--- src/rtl/sensor_scheduler_pkg.sv ---
// Shared types and helpers for the SR04/DHT11 measurement scheduler.
package sensor_sched_pkg;

    typedef enum logic [1:0] {
        ST_IDLE      = 2'd0,
        ST_RUN_SR04  = 2'd1,
        ST_RUN_DHT11 = 2'd2,
        ST_GAP       = 2'd3
    } sched_state_t;

    localparam logic SENS_SR04  = 1'b0;
    localparam logic SENS_DHT11 = 1'b1;

    function automatic int cnt_width(input int max_val);
        return (max_val < 1) ? 1 : $clog2(max_val + 1);
    endfunction

    function automatic int max3(input int a, input int b, input int c);
        int m;
        m = (a > b) ? a : b;
        return (m > c) ? m : c;
    endfunction

endpackage

--- src/rtl/sensor_scheduler_ms_interval_timer.sv ---
// Millisecond down counter: re-arms on restart, parks at zero while held,
// and emits a one-cycle expire pulse every P_PERIOD_MS ticks.
module ms_interval_timer
    import sensor_sched_pkg::*;
#(
    parameter int P_PERIOD_MS = 100
) (
    input  logic clk,
    input  logic rst_n,
    input  logic tick,
    input  logic restart,
    input  logic hold,
    output logic expire
);

    localparam int W = cnt_width(P_PERIOD_MS);
    localparam logic [W-1:0] PERIOD = W'(P_PERIOD_MS);

    logic [W-1:0] count_reg;

    // Zero means "not armed"; the first free-running cycle loads a full period.
    always_ff @(posedge clk) begin
        if (!rst_n) begin
            count_reg <= '0;
            expire    <= 1'b0;
        end else begin
            expire <= 1'b0;
            if (hold) begin
                count_reg <= '0;
            end else if (restart || count_reg == '0) begin
                count_reg <= PERIOD;
            end else if (tick) begin
                if (count_reg == W'(1)) begin
                    expire    <= 1'b1;
                    count_reg <= PERIOD;
                end else begin
                    count_reg <= count_reg - W'(1);
                end
            end
        end
    end

endmodule

--- src/rtl/sensor_scheduler.sv ---
// Arbitrates SR04 and DHT11 measurements: one at a time, periodic plus
// on-demand requests, per-sensor timeout and DHT11 re-read spacing.
module sensor_scheduler
    import sensor_sched_pkg::*;
#(
    parameter int P_SR04_PERIOD_MS   = 100,
    parameter int P_DHT11_PERIOD_MS  = 2000,
    parameter int P_DHT11_MIN_MS     = 1000,
    parameter int P_SR04_TIMEOUT_MS  = 60,
    parameter int P_DHT11_TIMEOUT_MS = 30,
    parameter int P_GAP_MS           = 2
) (
    input  logic       iClk,
    input  logic       iRst,
    input  logic       iTick1kHz,
    input  logic       iAutoEn,
    input  logic       iReqSr04,
    input  logic       iReqDht11,
    input  logic       iSr04Done,
    input  logic       iDht11Done,
    output logic       oSr04Start,
    output logic       oDht11Start,
    output logic [1:0] oActive,
    output logic       oSr04Timeout,
    output logic       oDht11Timeout,
    output logic       oSr04Stale,
    output logic       oDht11Stale
);

    localparam int RUN_W = cnt_width(max3(P_SR04_TIMEOUT_MS, P_DHT11_TIMEOUT_MS, P_GAP_MS));
    localparam int MIN_W = cnt_width(P_DHT11_MIN_MS);
    localparam logic [RUN_W-1:0] SR04_LAST  = RUN_W'(P_SR04_TIMEOUT_MS - 1);
    localparam logic [RUN_W-1:0] DHT11_LAST = RUN_W'(P_DHT11_TIMEOUT_MS - 1);
    localparam logic [RUN_W-1:0] GAP_LAST   = RUN_W'(P_GAP_MS - 1);
    localparam logic [MIN_W-1:0] MIN_DONE   = MIN_W'(P_DHT11_MIN_MS);
    localparam int PERIOD_MS [2] = '{P_SR04_PERIOD_MS, P_DHT11_PERIOD_MS};

    sched_state_t     state_reg;
    logic             pend_sr04_reg;
    logic             pend_dht11_reg;
    logic             last_served_reg;
    logic [RUN_W-1:0] run_cnt_reg;
    logic [MIN_W-1:0] dht_min_cnt_reg;

    logic       dht_min_ok;
    logic       sr04_elig;
    logic       dht11_elig;
    logic       go_sr04;
    logic       go_dht11;
    logic       set_sr04;
    logic       set_dht11;
    logic       timer_hold;
    logic [1:0] restart;
    logic [1:0] expire;

    assign dht_min_ok = (dht_min_cnt_reg == MIN_DONE);
    assign sr04_elig  = pend_sr04_reg;
    assign dht11_elig = pend_dht11_reg && dht_min_ok;

    // Round-robin only matters when both are eligible in the same IDLE cycle.
    assign go_sr04  = (state_reg == ST_IDLE) && sr04_elig &&
                      (!dht11_elig || last_served_reg == SENS_DHT11);
    assign go_dht11 = (state_reg == ST_IDLE) && dht11_elig &&
                      (!sr04_elig || last_served_reg == SENS_SR04);

    assign set_sr04  = (iReqSr04  | expire[0]) && (state_reg != ST_RUN_SR04);
    assign set_dht11 = (iReqDht11 | expire[1]) && (state_reg != ST_RUN_DHT11);

    assign timer_hold = ~iAutoEn;
    assign restart    = {go_dht11, go_sr04};

    genvar gi;
    generate
        for (gi = 0; gi < 2; gi++) begin : g_period
            ms_interval_timer #(
                .P_PERIOD_MS(PERIOD_MS[gi])
            ) u_timer (
                .clk    (iClk),
                .rst_n  (iRst),
                .tick   (iTick1kHz),
                .restart(restart[gi]),
                .hold   (timer_hold),
                .expire (expire[gi])
            );
        end
    endgenerate

    always_ff @(posedge iClk) begin
        if (!iRst) begin
            state_reg       <= ST_IDLE;
            pend_sr04_reg   <= 1'b0;
            pend_dht11_reg  <= 1'b0;
            last_served_reg <= SENS_DHT11;
            run_cnt_reg     <= '0;
            dht_min_cnt_reg <= MIN_DONE;
            oSr04Start      <= 1'b0;
            oDht11Start     <= 1'b0;
            oActive         <= 2'b00;
            oSr04Timeout    <= 1'b0;
            oDht11Timeout   <= 1'b0;
            oSr04Stale      <= 1'b0;
            oDht11Stale     <= 1'b0;
        end else begin
            oSr04Start    <= 1'b0;
            oDht11Start   <= 1'b0;
            oSr04Timeout  <= 1'b0;
            oDht11Timeout <= 1'b0;

            if (go_sr04)       pend_sr04_reg <= 1'b0;
            else if (set_sr04) pend_sr04_reg <= 1'b1;
            if (go_dht11)       pend_dht11_reg <= 1'b0;
            else if (set_dht11) pend_dht11_reg <= 1'b1;

            // Elapsed ms since the last DHT11 start, parked once satisfied.
            if (go_dht11)                     dht_min_cnt_reg <= '0;
            else if (iTick1kHz && !dht_min_ok) dht_min_cnt_reg <= dht_min_cnt_reg + MIN_W'(1);

            case (state_reg)
                ST_IDLE: begin
                    if (go_sr04) begin
                        state_reg       <= ST_RUN_SR04;
                        oSr04Start      <= 1'b1;
                        oActive         <= 2'b01;
                        run_cnt_reg     <= '0;
                        last_served_reg <= SENS_SR04;
                    end else if (go_dht11) begin
                        state_reg       <= ST_RUN_DHT11;
                        oDht11Start     <= 1'b1;
                        oActive         <= 2'b10;
                        run_cnt_reg     <= '0;
                        last_served_reg <= SENS_DHT11;
                    end
                end
                ST_RUN_SR04: begin
                    if (iSr04Done) begin
                        state_reg   <= ST_GAP;
                        oActive     <= 2'b00;
                        oSr04Stale  <= 1'b0;
                        run_cnt_reg <= '0;
                    end else if (iTick1kHz) begin
                        if (run_cnt_reg == SR04_LAST) begin
                            state_reg    <= ST_GAP;
                            oActive      <= 2'b00;
                            oSr04Timeout <= 1'b1;
                            oSr04Stale   <= 1'b1;
                            run_cnt_reg  <= '0;
                        end else begin
                            run_cnt_reg <= run_cnt_reg + RUN_W'(1);
                        end
                    end
                end
                ST_RUN_DHT11: begin
                    if (iDht11Done) begin
                        state_reg   <= ST_GAP;
                        oActive     <= 2'b00;
                        oDht11Stale <= 1'b0;
                        run_cnt_reg <= '0;
                    end else if (iTick1kHz) begin
                        if (run_cnt_reg == DHT11_LAST) begin
                            state_reg     <= ST_GAP;
                            oActive       <= 2'b00;
                            oDht11Timeout <= 1'b1;
                            oDht11Stale   <= 1'b1;
                            run_cnt_reg   <= '0;
                        end else begin
                            run_cnt_reg <= run_cnt_reg + RUN_W'(1);
                        end
                    end
                end
                ST_GAP: begin
                    if (iTick1kHz) begin
                        if (run_cnt_reg == GAP_LAST) begin
                            state_reg   <= ST_IDLE;
                            run_cnt_reg <= '0;
                        end else begin
                            run_cnt_reg <= run_cnt_reg + RUN_W'(1);
                        end
                    end
                end
                default: state_reg <= ST_IDLE;
            endcase
        end
    end

endmodule

--- config.mk ---
export PLATFORM = sky130hd
export DESIGN_NAME = sensor_scheduler
export DESIGN_NICKNAME = d
export VERILOG_FILES = /design/src/rtl/sensor_scheduler_pkg.sv /design/src/rtl/sensor_scheduler_ms_interval_timer.sv /design/src/rtl/sensor_scheduler.sv
export SDC_FILE = /design/constraint.sdc
export NUM_CORES = 1
export LEC_CHECK = 0
export BUFFER_PORTS_ARGS = -buffer_cell sky130_fd_sc_hd__buf_2
export CAP_MARGIN = 20
export CORE_MARGIN = 2
export CORE_UTILIZATION = 54
export DETAILED_ROUTE_END_ITERATION = 16
export PLACE_DENSITY = 0.85
export SYNTH_ARGS = -nofsm -noshare
export SYNTH_HDL_FRONTEND = slang
export SYNTH_HIERARCHICAL = 1
export SYNTH_SLANG_ARGS = --single-unit
--- constraint.sdc ---
create_clock -name iClk -period 2.02 [get_ports iClk]
set_input_delay 0.101 -clock iClk [delete_from_list [all_inputs] [get_ports iClk]]
set_output_delay 0.101 -clock iClk [all_outputs]
set_load 0.01 [all_outputs]
After elaboration in Yosys (flattened, before gate mapping). Index checks and enable logic that the tools add are counted.

Output and inout bits: 8. Register bits: 49. Memories: 0. Memory bits (writable): 0. Word-level logic and storage cells: 146. Bits in read-only memories: 0. Bits in latches: 0.

$add $sub $neg: 4. Shift-type cells: 0. Multiplexer cells: 51. Multiply operators: 0. Bitwise logic cells: 9. Div/mod/pow operators: 0. $lt $le $gt $ge: 0. Reductions and logical operators: 44. Equal/unequal tests: 18.

Operators by type and width (count): two-way mux 6 bit (10); two-way mux 11 bit (3); two-way mux 2 bit (16); case mux 6 bit (4 select lines) (1); two-way mux 7 bit (3); two-way mux 10 bit (2); nonzero test 2 bit (8); OR reduction 4 bit (4); two-way mux 1 bit (14); inequality test 3 bit (second input constant) (4); equality test 11 x 1 -> 1 bit (second input constant) (1); zero test 11 bit (1); subtractor 11 x 1 -> 11 bit (second input constant) (1); adder 10 x 1 -> 10 bit (second input constant) (1); equality test 10 bit (second input constant) (1); OR reduction 3 bit (3); logical AND 1 bit (8); case mux 2 bit (4 select lines) (1); equality test 7 x 1 -> 1 bit (second input constant) (1); zero test 7 bit (1); NOT 1 bit (7); AND reduction 7 bit (1); subtractor 7 x 1 -> 7 bit (second input constant) (1); adder 6 x 1 -> 6 bit (second input constant) (1); other kinds (19) (32).

Logic depth before layout (Yosys ltp).
Depth after elaboration: 7. Gate-level depth with buffers: 10. Depth with buffers taken out: 10.

By module. The synthesis kept the hierarchy.

Modules (own cells, without submodules): sensor_scheduler (cells an instance 173, times used 1, area each 1483.9 um^2); ms_interval_timer at g_period[1].u_timer (cells an instance 80, times used 1, area each 676.9 um^2); ms_interval_timer at g_period[0].u_timer (cells an instance 50, times used 1, area each 439.2 um^2).

Worst setup path after synthesis. OpenSTA, ideal clock, no wires.

Kind: register -> register. Start: register dht_min_cnt_reg[0]. End: register g_period[1].u_timer.count_reg[10]. Slack: -29 ps. Library setup time: 66 ps. Arrival time: 1983 ps. Stages on the path, launching flop included: 11. Clock period less this slack: 2049 ps. Data required time: 1954 ps. Buffers on the path: 0. Path through: dfxtp_1 -> inv_1 -> ha_1 -> nand4b_1 -> nor4_2 -> nand3_1 -> inv_1 -> nor2_1 -> o31a_4 -> or4_1 -> nand3_1.

Longest elaborated chain between the ends: 6. Elaborated cells on any way between the ends: 7. Classes of those cells: eq/ne (1); mux (1); reduce/logical (5).

RTL lines: start: declaration (RTL line sensor_scheduler.sv:43) `logic [MIN_W-1:0] dht_min_cnt_reg;`; start signal: assignment (RTL line sensor_scheduler.sv:116) `else if (iTick1kHz && !dht_min_ok) dht_min_cnt_reg <= dht_min_cnt_reg + MIN_W'(1);`; equality test 10 bit (*) (RTL line sensor_scheduler.sv:56) `assign dht_min_ok = (dht_min_cnt_reg == MIN_DONE);`; logical AND 1 bit (*) (RTL line sensor_scheduler.sv:58) `assign dht11_elig = pend_dht11_reg && dht_min_ok;`; logical AND 1 bit (*) (2 in a row) (RTL line sensor_scheduler.sv:63) `assign go_dht11 = (state_reg == ST_IDLE) && dht11_elig &&`; via go_dht11 (RTL line sensor_scheduler.sv:49) `logic go_dht11;`; logical OR 1 bit (*) (RTL line sensor_scheduler_ms_interval_timer.sv:30) `end else if (restart || count_reg == '0) begin`; two-way mux 11 bit or nonzero test 2 bit (tied branches); end signal: assignment (RTL line sensor_scheduler_ms_interval_timer.sv:37) `count_reg <= count_reg - W'(1);`; end: declaration (RTL line sensor_scheduler_ms_interval_timer.sv:19) `logic [W-1:0] count_reg;`.

Mark *: on every way through the listed nets, which the timed path passes. The rest lies on a longest branch. A chain may end at the register's enable or synchronous reset.

Worst setup path after layout.
Start: register dht_min_cnt_reg[1]. End: register g_period[1].u_timer.count_reg[6].

The elaborated chain is that of the path after synthesis.

==> run summary <==
The net total in the final layout is about 370. The top cell type by total area after synthesis is sky130_fd_sc_hd__dfxtp_1. The library cell used most frequently in the layout, excluding fill and tap cells, is sky130_fd_sc_hd__dfxtp_1. The worst-skew pair later-pin latency came out at about 300 ps. In the final timing run, aggregate negative setup slack is -91.95 ps. The worst setup path is launched from a register.

After synthesis, the cell types taking the most area are sky130_fd_sc_hd__dfxtp_1, sky130_fd_sc_hd__ha_1, sky130_fd_sc_hd__nor2_1. The shortest clock period the worst path allows after layout came out at about 2100 ps. The detailed-route vias per instance is about 5.7.

Clock-pin slew was measured on the worst setup and hold paths at ~90 ps. The count of maximum capacitance violations came out at 0. The async set-or-reset flop fraction in the synthesized netlist came out at 0%. The worst hold path begins at iSr04Done. The fraction of post-synthesis cell area in the top cell type by area came out at between 30% and 40%.

Setup violations remaining at the end of the flow were counted as 3. Yosys printed 6 warnings. The leakage power total is 1.308 nW. The smallest setup slack after layout came out at -36.99 ps. The worst reg2reg path depth is 11. The post-synthesis adder-cell area fraction came out at 7.218%. The H-tree depth is 2. The top fanout value on the critical path came out at 5. The via count of the first global-routing pass is between 2,000 and 2,500. In this run the critical register-to-register path is launched from dht_min_cnt_reg[1]. After detailed placement, the total cell area comes to ~2900 um2. After detailed routing, the average wire length per cell comes to 14.17 um.

At the pin with the least slew margin, the transition time is between 500 and 600 ps. The row count is 25. The final count of hold timing violations came to 0. The number of violations reported at the end of detailed-routing iteration 0 came out at about 110. For this run, the leading register cell type out of synthesis is sky130_fd_sc_hd__dfxtp_1.

The post-place setup slack is -61.15 ps. In this run the critical register-to-register path is captured at g_period[1].u_timer/count_reg[6]. The final layout contains routed wiring with a total length of about 5700 um.

In the layout the commonest cells are sky130_fd_sc_hd__dfxtp_1, sky130_fd_sc_hd__nor2_1, sky130_fd_sc_hd__nand2_1, sky130_fd_sc_hd__buf_4, sky130_fd_sc_hd__inv_1. At the end of routability-driven placement, the weighted congestion stood at around 0.86. The detailed-routing iteration count for the pre-antenna-repair pass came out at 5. The share of the Yosys chip area taken by registers is a little under two fifths.

The repair_antennas step left the layout with diodes totalling 0. The TritonCTS buffer count is 5. The flip-flop and latch count after synthesis came out at slightly below 50. Counting instances, the worst hold path has a depth of 3.

The mux share of post-synthesis cell area came out at around 1.2%. The signed area change from the synthesized netlist to the final layout came out at 19.06%. The combined area of all synthesized cells is between 2000 and 3000 um2. The peak ir drop on the vdd network is roughly 0.72 mV. The flow ran to the end, but the final reports show violations. The initial antenna violation count came out at 0. The largest net degree at the start of global routing came out at 20. The storage element area came out at slightly below 1000 um2. When the netlist entered floorplanning its net count stood at 326. The worst hold path belongs to the class input port to register.

The y dimension of the die is 73.39 um. The worst endpoint data arrival time is about 2300 ps. Summing the areas of all compound-gate instances in the mapped netlist gives about 16% of the synthesized area.

In this run the deepest clock path goes through 2 buffers. During placement, the flow inserted port buffers numbering 15. Once detail routing completed, the nets flagged for antenna violations numbered 0.

The gate count of the mapped netlist came out at around 300. The die extent in x came out at around 73 um. The total global-route track usage came out at ~21%. Timing would allow up to slightly below 500 MHz. Counting flops with a built-in enable in the synthesized netlist gives 0. The required time of the critical path came out at 2270 ps. The floorplan die area is 5386 um2. Clock tree synthesis found a total of 49 sinks. Measured against its own limit, the worst slew margin works out to 59.84%.

Setup repair after global routing could not meet its margin everywhere. The xor and xnor fraction of the mapped netlist area is under 10%. The design area is between 3000 and 4000 um2.

The post-synthesis share of cell area spent on and, or, nand and nor gates is roughly 29%. By startpoint and endpoint, the worst setup path is classified as register to register. The post-synthesis cell type count came out at 54. The total core area is about 4700 um2.

TritonCTS built the clock tree. STA classifies the critical path endpoint as a register. The number of flip-flops under the largest register name is 18. The clock arrives with about 8 ps of skew.

The total number of vias is roughly 2,300. The tree is rooted in a sky130_fd_sc_hd__clkbuf_8. For this design the top-level I/O count stands at 16. After synthesis, the mean cell area works out to between 8 and 9 um2. The effective utilization at floorplan came out at between 50% and 60%. The endpoint of the worst hold path is oSr04Stale. The number of standard cells in the final layout excluding fillers came out at roughly 400.

The HPWL after detailed placement is around 3900 um. The core occupancy in the finished layout came out at 65.97%. The final reports fail on setup timing.

In this run the register-to-register setup slack is -40 ps. The main combinational cell family by area after synthesis is simple AND/OR/NAND/NOR gates. The fraction of layout cells with a size suffix above 1 came out at about 22%. Dividing total power by cell area gives a power density of about 1200 nW/um2. The total overflow reported by the global router came out at 0. The number of placed instances with taps included is between 300 and 400. The final critical-path share of the clock period is 101.8%. The area of the multi-input gates is about 1600 um2. The fill cell total of the finished layout came out at about 380. The detailed-route DRC error count came out at 0. The number of slew-limit violations in the final report is 0. The first global-routing pass estimated between 9000 and 10,000 um of wire.
## stage by stage
step	power, mW	hold slack (ps)
floorplan	2.436	243.8
global placement	2.827	394.1
detailed placement	2.885	397.4
CTS	3.491	71.27
global route	3.961	87.56
finish	3.699	73.87
## timing repair
action                                  4_1_cts  5_1_grt
hold buffers                                  0        0
gates cloned                                  0        1
buffers inserted                              1        4
endpoints found under the setup margin       10       23
gates resized for setup                       4       17
pin swaps                                     0        7
## cell families after synthesis
logic type	Yosys count
flops	49
fa+ha+maj	15
xor+xnor	17
buf+inv	24
compound gates	58
mux	3
simple gates	137
## critical path: stages, from the launching register on
cell and delay, ps:
sky130_fd_sc_hd__dfxtp_2 330, sky130_fd_sc_hd__inv_2 70, sky130_fd_sc_hd__ha_4 110, sky130_fd_sc_hd__nand4b_1 120, sky130_fd_sc_hd__buf_4 170, sky130_fd_sc_hd__nor4_4 180
sky130_fd_sc_hd__nand3_1 160, sky130_fd_sc_hd__inv_2 110, sky130_fd_sc_hd__nor2_4 50, sky130_fd_sc_hd__o31a_4 130, sky130_fd_sc_hd__or4_4 480, sky130_fd_sc_hd__nand3_2 80
## layer usage
metal / GRT usage (%) / part of all wire, % / vias up
li1: - / - / 1176
met4: 7.475 / 1.8 / 0
met1: 27.25 / 46 / 1059
met5: 0 / 0 / -
met3: 3.978 / 4.4 / 12
met2: 36.44 / 48 / 55
## worst max path at each step
stage	start	end	slack [ps]
6_report	dht_min_cnt_reg[1]	g_period[1].u_timer/count_reg[6]	-40
3_5_place_dp	dht_min_cnt_reg[1]	g_period[1].u_timer/count_reg[6]	-60
2_1_floorplan	dht_min_cnt_reg[0]	g_period[1].u_timer/count_reg[10]	1
3_3_place_gp	dht_min_cnt_reg[1]	oActive[1]	50
5_1_grt	dht_min_cnt_reg[1]	g_period[1].u_timer/count_reg[6]	-120
4_1_cts	dht_min_cnt_reg[0]	g_period[1].u_timer/count_reg[6]	-50
## cell type report
| class | instances | area share, % |
|---|---|---|
| sequential | 49 | 31.81 |
| timing repair buffer | 40 | 8.488 |
| clock inverter | 2 | 0.4850 |
| inverter | 19 | 2.304 |
| multi-input combinational | 231 | 52.38 |
| clock buffer | 6 | 2.344 |
| tap | 54 | 2.183 |
## synthesized netlist by cell type, drive strengths merged, types with 4 or more instances
cell type and n:
o211ai 8, nand2 28, inv 19, ha 15, nand4 5, nand2b 10, xor2 9, a31oi 8
dfxtp 49, nor4 4, xnor2 8, nand3 16, nor3 9, o21ai 11, a21oi 10, or4 8
nor4b 4, nor2 31
## report_power, final
group	internal [mW]	leakage (nW)	switching, mW
logic	0.846	0.869	0.958
clock network	0.245	0.0374	0.334
registers	1.15	0.401	0.166
total	2.24	1.31	1.46
Power figures use the tool's default switching activity.
